## src/rtl/mae_share_sched.sv

```systemverilog
// Round-robin scheduler sharing one MAE multiply-add DSP slice among NREQ requesters.
// Define MAE_SHARE_SCHED_ACC_EN for per-requester accumulators with MAC hazard tracking.
module mae_share_sched #(
  parameter int NREQ = 4,
  parameter int LAT  = 2,
  localparam int IDW = (NREQ > 1) ? $clog2(NREQ) : 1
) (
  input  logic               CLK,
  input  logic               ARST_N,
  input  logic [NREQ-1:0]    REQ_VALID,
  output logic [NREQ-1:0]    REQ_READY,
  input  logic [2*NREQ-1:0]  REQ_OP,
  input  logic [18*NREQ-1:0] REQ_A,
  input  logic [18*NREQ-1:0] REQ_B,
  input  logic [40*NREQ-1:0] REQ_C,
  output logic [17:0]        DSP_A,
  output logic [17:0]        DSP_B,
  output logic [39:0]        DSP_C,
  input  logic [39:0]        DSP_P,
  output logic               RES_VALID,
  output logic [IDW-1:0]     RES_ID,
  output logic [39:0]        RES_P
);

  typedef enum logic [1:0] {
    OP_MUL     = 2'b00,
    OP_MAC_CLR = 2'b01,
    OP_MAC     = 2'b10,
    OP_ADDC    = 2'b11
  } op_e;

  typedef struct packed {
    logic           vld;
    logic [IDW-1:0] id;
    op_e            op;
  } tag_t;

  tag_t            tag_q [LAT];
  tag_t            wb;
  logic [IDW-1:0]  last_grant;
  logic [NREQ-1:0] elig;
  logic [IDW-1:0]  gnt_id;
  logic            gnt_any;
  logic            xfer;
  op_e             sel_op;
  logic [17:0]     sel_a;
  logic [17:0]     sel_b;
  logic [39:0]     sel_c;
  logic [39:0]     c_nxt;

  assign wb     = tag_q[LAT-1];
  assign xfer   = |(REQ_VALID & REQ_READY);
  assign sel_op = op_e'(REQ_OP[2*gnt_id +: 2]);
  assign sel_a  = REQ_A[18*gnt_id +: 18];
  assign sel_b  = REQ_B[18*gnt_id +: 18];
  assign sel_c  = REQ_C[40*gnt_id +: 40];

`ifdef MAE_SHARE_SCHED_ACC_EN
  logic [39:0]     acc [NREQ];
  logic [NREQ-1:0] pend;
  logic            wb_acc;
  logic            byp;

  assign wb_acc = wb.vld &&
                  (wb.op == OP_MAC || wb.op == OP_MAC_CLR);
  assign byp    = wb_acc && (wb.id == gnt_id);

  // Accumulating jobs still ahead of their writeback edge block a new MAC.
  always_comb begin
    pend = '0;
    for (int s = 0; s < LAT-1; s++) begin
      if (tag_q[s].vld &&
          (tag_q[s].op == OP_MAC ||
           tag_q[s].op == OP_MAC_CLR))
        pend[tag_q[s].id] = 1'b1;
    end
  end

  // A MAC waits while its requester's accumulator is stale.
  always_comb begin
    elig = '0;
    for (int i = 0; i < NREQ; i++) begin
      elig[i] = REQ_VALID[i] &
                ~((op_e'(REQ_OP[2*i +: 2]) == OP_MAC) &
                  pend[i]);
    end
  end
`else
  assign elig = REQ_VALID;
`endif

  // Round-robin search starting just after the last granted requester.
  always_comb begin
    gnt_any = 1'b0;
    gnt_id  = '0;
    for (int k = 1; k <= NREQ; k++) begin
      if (!gnt_any &&
          elig[(int'(last_grant) + k) % NREQ]) begin
        gnt_any = 1'b1;
        gnt_id  = IDW'((int'(last_grant) + k) % NREQ);
      end
    end
  end

  // One-hot ready, forced low while reset is asserted.
  always_comb begin
    REQ_READY = '0;
    if (gnt_any && ARST_N)
      REQ_READY[gnt_id] = 1'b1;
  end

  // Addend selection; MAC takes the accumulator or the value being written back.
  always_comb begin
    c_nxt = '0;
    unique case (1'b1)
      (sel_op == OP_ADDC): c_nxt = sel_c;
`ifdef MAE_SHARE_SCHED_ACC_EN
      (sel_op == OP_MAC):  c_nxt = byp ? DSP_P : acc[gnt_id];
`endif
      default:             c_nxt = '0;
    endcase
  end

  // DSP operand registers load only on a transfer.
  always_ff @(posedge CLK or negedge ARST_N) begin
    if (!ARST_N) begin
      DSP_A <= '0;
      DSP_B <= '0;
      DSP_C <= '0;
    end else if (xfer) begin
      DSP_A <= sel_a;
      DSP_B <= sel_b;
      DSP_C <= c_nxt;
    end
  end

  // Round-robin pointer moves only when a grant is taken.
  always_ff @(posedge CLK or negedge ARST_N) begin
    if (!ARST_N)
      last_grant <= IDW'(NREQ-1);
    else if (xfer)
      last_grant <= gnt_id;
  end

  // Tag pipeline follows each job through the DSP latency.
  always_ff @(posedge CLK or negedge ARST_N) begin
    if (!ARST_N) begin
      for (int s = 0; s < LAT; s++)
        tag_q[s] <= '0;
    end else begin
      tag_q[0].vld <= xfer;
      tag_q[0].id  <= gnt_id;
      tag_q[0].op  <= sel_op;
      for (int s = 1; s < LAT; s++)
        tag_q[s] <= tag_q[s-1];
    end
  end

  // Result strobe and held result/id registers.
  always_ff @(posedge CLK or negedge ARST_N) begin
    if (!ARST_N) begin
      RES_VALID <= 1'b0;
      RES_ID    <= '0;
      RES_P     <= '0;
    end else begin
      RES_VALID <= wb.vld;
      if (wb.vld) begin
        RES_ID <= wb.id;
        RES_P  <= DSP_P;
      end
    end
  end

`ifdef MAE_SHARE_SCHED_ACC_EN
  // Accumulator writeback for MAC and MAC_CLR results.
  always_ff @(posedge CLK or negedge ARST_N) begin
    if (!ARST_N) begin
      for (int i = 0; i < NREQ; i++)
        acc[i] <= '0;
    end else if (wb_acc) begin
      acc[wb.id] <= DSP_P;
    end
  end
`endif

endmodule

```

## config.mk

```make
export PLATFORM = sky130hd
export DESIGN_NAME = mae_share_sched
export DESIGN_NICKNAME = d
export VERILOG_FILES = /design/src/rtl/mae_share_sched.sv
export SDC_FILE = /design/constraint.sdc
export NUM_CORES = 1
export LEC_CHECK = 0
export ABC_AREA = 0
export CORE_AREA = 8 8 183 185
export CTS_CLUSTER_DIAMETER = 120
export DETAILED_ROUTE_END_ITERATION = 10
export DIE_AREA = 0 0 191 193
export PLACE_DENSITY = 0.67
export SETUP_SLACK_MARGIN = 0.05
export SLEW_MARGIN = 20
export SYNTH_ARGS = -nofsm -noshare
export SYNTH_HDL_FRONTEND = slang
export SYNTH_SLANG_ARGS = --single-unit
```

## constraint.sdc

```tcl
create_clock -name CLK -period 2.35 [get_ports CLK]
set_clock_uncertainty 0.15 [all_clocks]
set_input_delay 0.47 -clock CLK [delete_from_list [all_inputs] [get_ports CLK]]
set_output_delay 0.47 -clock CLK [all_outputs]
set_load 0.01 [all_outputs]
```

==> flow_metrics.py, run 1 <==
metrics = {
    "worst_setup_path": {
        "crit_slowest_cell": "dfstp_2",
        "crit_path_start_kind": "flop",
        "reg2reg_to": "DSP_C[36]",
        "crit_fanout": 5,
        "crit_start": "last_grant[0]",
        "reg2regPathDepth": 12,
        "path_class": "reg2reg",
        "reg2reg_from": "last_grant[0]",
        "cpMostUsedCell": "buf_6",
        "critPathBufInv": 7,
        "path_cells": "inv_2 > a221oi_4 > o32a_4 > buf_6 > buf_6 > buf_12 > nand4b_1 > a31oi_4 > buf_6 > buf_12 > buf_16 > a22o_1",
        "crit_required_ns": 2.55,
        "critical-path-top-delay-family": "compound AO/OA/AOI/OAI gates",
        "slowest_delay_ns": 0.56,
        "end_kind": "flop",
        "cp.depth": 12,
        "cp.arrival_ns": 2.79,
        "r2r_setup_slack_ns": -0.23,
    },
    "finish": {
        "multi_input_area_um2": 3953,
        "regArea_um2": 3182,
        "final_common_cell": "clkdlybuf4s50_1",
        "nets": 1475,
        "fillers": 2799,
        "drive_gt1_share_pct": 21.24,
        "synthToLayoutAreaGrowth_pct": 102.6,
        "final_cell_mix": "471 x clkdlybuf4s50_1, 179 x mux2i_1, 124 x dfrtp_1",
    },
    "die": {
        "start_util_pct": 23.16,
        "die_h_um": 193,
        "die_area_um2": 36860,
        "coreArea_um2": 30820,
        "num_rows": 65,
        "die_x_um": 191,
        "pin_count": 481,
    },
    "run_status": {
        "outcome": "finished, violations left",
        "violations": "setup timing",
    },
    "placed_design": {
        "post-dp-hpwl_mm": 23.12,
        "numPortBuffers": 480,
        "gp_congestion": 0.7986,
    },
    "power": {
        "clkPwrFrac_pct": 27.7,
        "power_leakage_nw": 6.174,
        "power_density_nw_per_um2": 731.6,
        "p_switching_mw": 3.253,
        "combPwrFrac_pct": 45.9,
        "seq_power_share_pct": 26.4,
        "internal-power_mw": 7.328,
        "swShare_pct": 30.74,
        "ir_drop_mv": 0.4370,
        "power_mw": 10.58,
    },
    "timing": {
        "setup_viol": 80,
        "hold_ws_ns": 0.04562,
        "grt_setup_unrepaired": "yes",
        "tightestPinTransition_ns": 0.6906,
        "fin_setup_tns_ns": -13.00,
        "fin_crit_ns": 2.584,
        "maxSlewViolCount": 0,
        "setup_slack_ns": -0.2338,
        "hold_viol": 0,
        "post-route-period-util_pct": 109.9,
        "fmax_ghz": 0.3870,
        "maxSlewHeadroom_pct": 53.96,
    },
    "job": {
        "drv_cap": 0,
    },
    "global_routing": {
        "antenna_found_initial": 3,
        "grt_max_degree": 128,
        "first_global_vias": 7723,
        "overflow": 0,
        "grt_pass1_wl_mm": 48.47,
        "track_usage_pct": 17.65,
    },
    "routing": {
        "routed_wirelength_mm": 34.00,
        "wl_per_cell_um": 22.18,
        "vias_per_cell": 4.500,
        "drt-initial-drc-count": 185,
        "drc": 0,
        "drt_pass1_iterations": 4,
        "vias": 6898,
        "ant_nets": 0,
    },
    "yosys": {
        "netlist_area_um2": 7138,
        "syn_inst": 588,
        "ys_seq_area_share_pct": 44.56,
        "avgSynthCellArea_um2": 12.14,
        "ys_ff_latch": 127,
        "ys_warn_count": 0,
        "syn-num-nets": 946,
        "synth_cell_types": 27,
    },
    "clock_tree": {
        "cts.sinks": 127,
        "insertion_delay_ns": 0.40,
        "cts_tree": "done",
        "htreeDepth": 4,
        "cts_inserted_buffers": 17,
        "clk_path_buf_depth": 2,
        "cts_root_buffer": "clkbuf_16",
        "clkTransAtPathRegs_ns": 0.07,
    },
    "hold_path": {
        "hp-class": "in2async",
    },
}
[synthesized netlist by cell type, drive strengths merged]
library cell  count  share of area, %
a221oi            1              0.12
a22o             40               4.9
a31oi             1             0.088
and3              1             0.088
buf              30               3.5
clkbuf           19               1.0
dfrtp           125                44
dfstp             2              0.74
inv               4              0.21
mux2             78                12
mux2i           192                27
nand2            41               2.2
nand4             1             0.088
nand4b            1              0.12
nor2              4              0.21
nor2b             2              0.18
nor3              2              0.14
nor3b             1              0.11
o21ai            39               2.7
o221a             1              0.16
o32a              1              0.14
o41ai             1              0.12
or3b              1              0.12
[how the worst max path moves through the flow]
| stage | end |
|---|---|
| 3_3_place_gp | DSP_C[38] |
| 2_1_floorplan | REQ_READY[0] |
| 3_5_place_dp | REQ_READY[2] |
| 5_1_grt | DSP_C[38] |
| 6_report | DSP_C[36] |
| 4_1_cts | REQ_READY[0] |
[kinds of logic (layout without fill, tap and decap cells)]
| group | after synthesis | after routing | synth area share, % |
|---|---|---|---|
| DFF | 127 | 127 | 44.56 |
| other | 0 | 1 | 0 |
| buffers and inverters | 53 | 595 | 4.733 |
| AOI/OAI and AO/OA | 84 | 84 | 8.273 |
| muxes | 270 | 270 | 39.23 |
| and+or+nand+nor | 54 | 54 | 3.208 |
[per-layer routing]
layer / global-route usage (%) / part of all wire, % / vias to the layer above / wire, um
li1: - / - / 3261 / -
met1: 21.00 / 40 / 3299 / 13510
met2: 29.86 / 50 / 294 / 17080
met3: 5.072 / 7.7 / 40 / 2621
met4: 6.593 / 2.3 / 4 / 773
met5: 0 / 0.071 / - / 24
[registers in the layout, indices dropped and copies added (netlist names)]
signal and cells:
last_grant 2, RES_P 40, DSP_C 40, tag_q 6
DSP_A 18, DSP_B 18, RES_ID 2, RES_VALID 1
[power by group through the flow]
| stage | sequential (mW) | combinational (mW) | clock (mW) |
|---|---|---|---|
| after floorplan | 2.98 | 1.72 | 0 |
| after global placement | 2.82 | 3.77 | 0 |
| after detailed placement | 2.82 | 3.79 | 0 |
| after CTS | 2.80 | 4.77 | 3.03 |
| after global routing | 2.85 | 5.14 | 3.12 |
| final | 2.79 | 4.86 | 2.93 |
[area by class of cell]
| type | instances | share of cell area (%) |
|---|---|---|
| diodes | 1 | 0.01730 |
| clock buffers | 18 | 2.968 |
| clock inverters | 14 | 1.436 |
| inverters | 4 | 0.1038 |
| multi-input cells | 408 | 27.33 |
| flip-flops and latches | 127 | 22.00 |
| well taps | 402 | 3.478 |
| repair buffers | 559 | 42.66 |
[timing repair]
item                       in CTS  in global routing
setup buffers                  23                  5
gates cloned                   22                  3
setup endpoints to repair      80                 80
gates resized for setup       106                 47
hold buffers                    0                  0
pin swaps                      16                 17
[through the flow]
step | util [%] | cell area, um2 | std cells | worst slack, ns
6_report | 46.92 | 14460 | 1533 | -0.2338
5_1_grt | 46.92 | 14460 | 1533 | -0.3461
4_1_cts | 46.36 | 14290 | 1530 | -0.2377
3_5_place_dp | 40.50 | 12480 | 1453 | -0.7003
3_3_place_gp | 40.50 | 12480 | 1453 | -0.6669
2_1_floorplan | - | 7138 | 588 | 0.08948
[worst register-to-register path: stages, from the launching register on]
cell and delay [ns]:
dfstp_2 0.56, inv_2 0.05, a221oi_4 0.28, o32a_4 0.24, buf_6 0.11, buf_6 0.11, buf_12 0.12, nand4b_1 0.16
a31oi_4 0.23, buf_6 0.13, buf_12 0.13, buf_16 0.16, a22o_1 0.13
Note: power is estimated with default switching activity, not from simulation.
==> run 2, diff against run 1 <==
- CTS_CLUSTER_DIAMETER: 120 -> 150
==> results of run 2 <==
Final layout, timing and power as in run 1 (identical DEF).
==> run 3, diff against run 2 <==
- PLACE_DENSITY: 0.67 -> default
==> flow_metrics.py, run 3 (synthesis gave the netlist of run 1 again) <==
metrics = {
    "placed_design": {
        "post-dp-hpwl_mm": 23.79,
        "gp_congestion": 0.7762,
        "placed_area_um2": 12500,
        "numPortBuffers": 480,
    },
    "die": {
        "pin_count": 481,
        "num_rows": 65,
        "start_util_pct": 23.16,
        "die_area_um2": 36860,
        "die_x_um": 191,
        "coreArea_um2": 30820,
        "die_h_um": 193,
    },
    "worst_setup_path": {
        "reg2regPathDepth": 10,
        "crit_path_end": "DSP_C[26]",
        "reg2reg_to": "DSP_C[26]",
        "critPathBufInv": 5,
        "cp.arrival_ns": 2.63,
        "slowest_delay_ns": 0.56,
        "crit_start": "last_grant[0]",
        "crit_path_start_kind": "flop",
        "crit_slowest_cell": "dfstp_2",
        "crit_fanout": 7,
        "crit_required_ns": 2.50,
        "critical-path-top-delay-family": "compound AO/OA/AOI/OAI gates",
        "cp.depth": 10,
        "path_class": "reg2reg",
        "r2r_setup_slack_ns": -0.13,
        "path_cells": "inv_2 > a221oi_2 > o32a_4 > buf_6 > buf_6 > buf_16 > clkbuf_16 > mux2i_1 > mux2i_1 > a22o_1",
        "end_kind": "flop",
        "reg2reg_from": "last_grant[0]",
    },
    "clock_tree": {
        "cts.sinks": 127,
        "hold_buffers": 0,
        "clkTransAtPathRegs_ns": 0.07,
        "htreeDepth": 4,
        "cts_root_buffer": "clkbuf_16",
        "insertion_delay_ns": 0.40,
        "clk_path_buf_depth": 2,
        "cts_tree": "done",
        "cts_inserted_buffers": 17,
    },
    "finish": {
        "nets": 1446,
        "largestRegisters": "DSP_C x40, RES_P x40",
        "fillers": 2907,
        "drive_gt1_share_pct": 18.35,
        "fin_util_pct": 44.64,
        "multi_input_area_um2": 3901,
        "final_cell_mix": "471 x clkdlybuf4s50_1, 176 x mux2i_1, 124 x dfrtp_1",
        "synthToLayoutAreaGrowth_pct": 92.76,
        "final_common_cell": "clkdlybuf4s50_1",
        "regArea_um2": 3182,
        "final_cell_area_um2": 13760,
    },
    "timing": {
        "hold_viol": 0,
        "setup_viol": 72,
        "post-route-period-util_pct": 105.5,
        "maxSlewViolCount": 0,
        "grt_setup_unrepaired": "yes",
        "fin_crit_ns": 2.479,
        "fmax_ghz": 0.4034,
        "setup_slack_ns": -0.1290,
        "tightestPinTransition_ns": 0.7393,
        "maxSlewHeadroom_pct": 50.71,
    },
    "job": {
        "drv_cap": 0,
    },
    "routing": {
        "drc": 0,
        "vias_per_cell": 4.382,
        "wl_per_cell_um": 20.91,
        "drt_pass1_iterations": 4,
        "drt-initial-drc-count": 234,
        "vias": 6590,
        "ant_nets": 0,
        "routed_wirelength_mm": 31.45,
    },
    "power": {
        "seq_power_share_pct": 28.3,
        "swShare_pct": 31.43,
        "power_leakage_nw": 5.834,
        "power_density_nw_per_um2": 715.0,
        "ir_drop_mv": 0.4277,
        "internal-power_mw": 6.746,
        "combPwrFrac_pct": 44.6,
        "power_mw": 9.838,
        "p_switching_mw": 3.092,
        "clkPwrFrac_pct": 27.1,
    },
    "run_status": {
        "outcome": "finished, violations left",
        "violations": "setup timing",
    },
    "global_routing": {
        "antenna_found_initial": 1,
        "grt_max_degree": 128,
        "grt_pass1_wl_mm": 46.40,
        "first_global_vias": 7414,
        "overflow": 0,
        "track_usage_pct": 16.54,
    },
    "hold_path": {
        "hp-class": "in2async",
    },
}
## run 3: repair_timing
| item | in CTS | in global routing |
|---|---|---|
| pin swaps | 5 | 1 |
| setup buffers | 4 | 3 |
| gates resized for setup | 89 | 32 |
| gates cloned | 8 | 1 |
| endpoints found under the setup margin | 79 | 80 |
| endpoints found under the hold margin | 0 | 0 |
## run 3: area by class of cell
cell class | instances | area share [%]
Clock buffer | 18 | 3.192
Inverter | 4 | 0.1273
Sequential cell | 127 | 23.12
Multi-Input combinational cell | 408 | 28.35
Tap cell | 402 | 3.656
Antenna cell | 1 | 0.01819
Timing Repair Buffer | 530 | 40.47
Clock inverter | 14 | 1.055
## run 3: layer usage
| layer | up-vias | GRT usage [%] | share of wire (%) |
|---|---|---|---|
| li1 | 3173 | - | - |
| met3 | 19 | 5.252 | 7.6 |
| met1 | 3142 | 19.32 | 40 |
| met4 | 0 | 3.819 | 1.3 |
| met5 | - | 0 | 0 |
| met2 | 256 | 29.13 | 51 |
## run 3: worst min path at each step
stage               endpoint  cells after the start
finish              DSP_B[8]                      2
global route        DSP_B[5]                      2
CTS                 DSP_B[5]                      2
detailed placement  tag_q[3]                      0
global placement    tag_q[4]                      0
floorplan           DSP_A[0]                      0
## run 3: worst register-to-register path, cell delays in order (launching register included)
cell,delay (ns)
dfstp_2,0.56
inv_2,0.05
a221oi_2,0.27
o32a_4,0.25
buf_6,0.13
buf_6,0.13
buf_16,0.18
clkbuf_16,0.19
mux2i_1,0.18
mux2i_1,0.09
a22o_1,0.20
## run 3: power groups by stage
stage	registers [mW]	logic, mW	clock network (mW)
floorplan	2.98	1.72	0
CTS	2.79	4.32	2.79
detailed placement	2.82	3.80	0
global route	2.84	4.67	2.90
finish	2.79	4.39	2.67
global placement	2.81	3.79	0
## run 3: stage by stage
stage	instances	setup WS [ns]	TNS, ns	hold WS [ns]
finish	1504	-0.1290	-4.065	0.02206
global route	1504	-0.1997	-10.83	0.09331
CTS	1500	-0.1172	-3.518	0.07675
detailed placement	1457	-0.7936	-48.52	0.1862
global placement	1457	-0.7759	-48.51	0.1821
floorplan	588	0.08948	0	0.02441
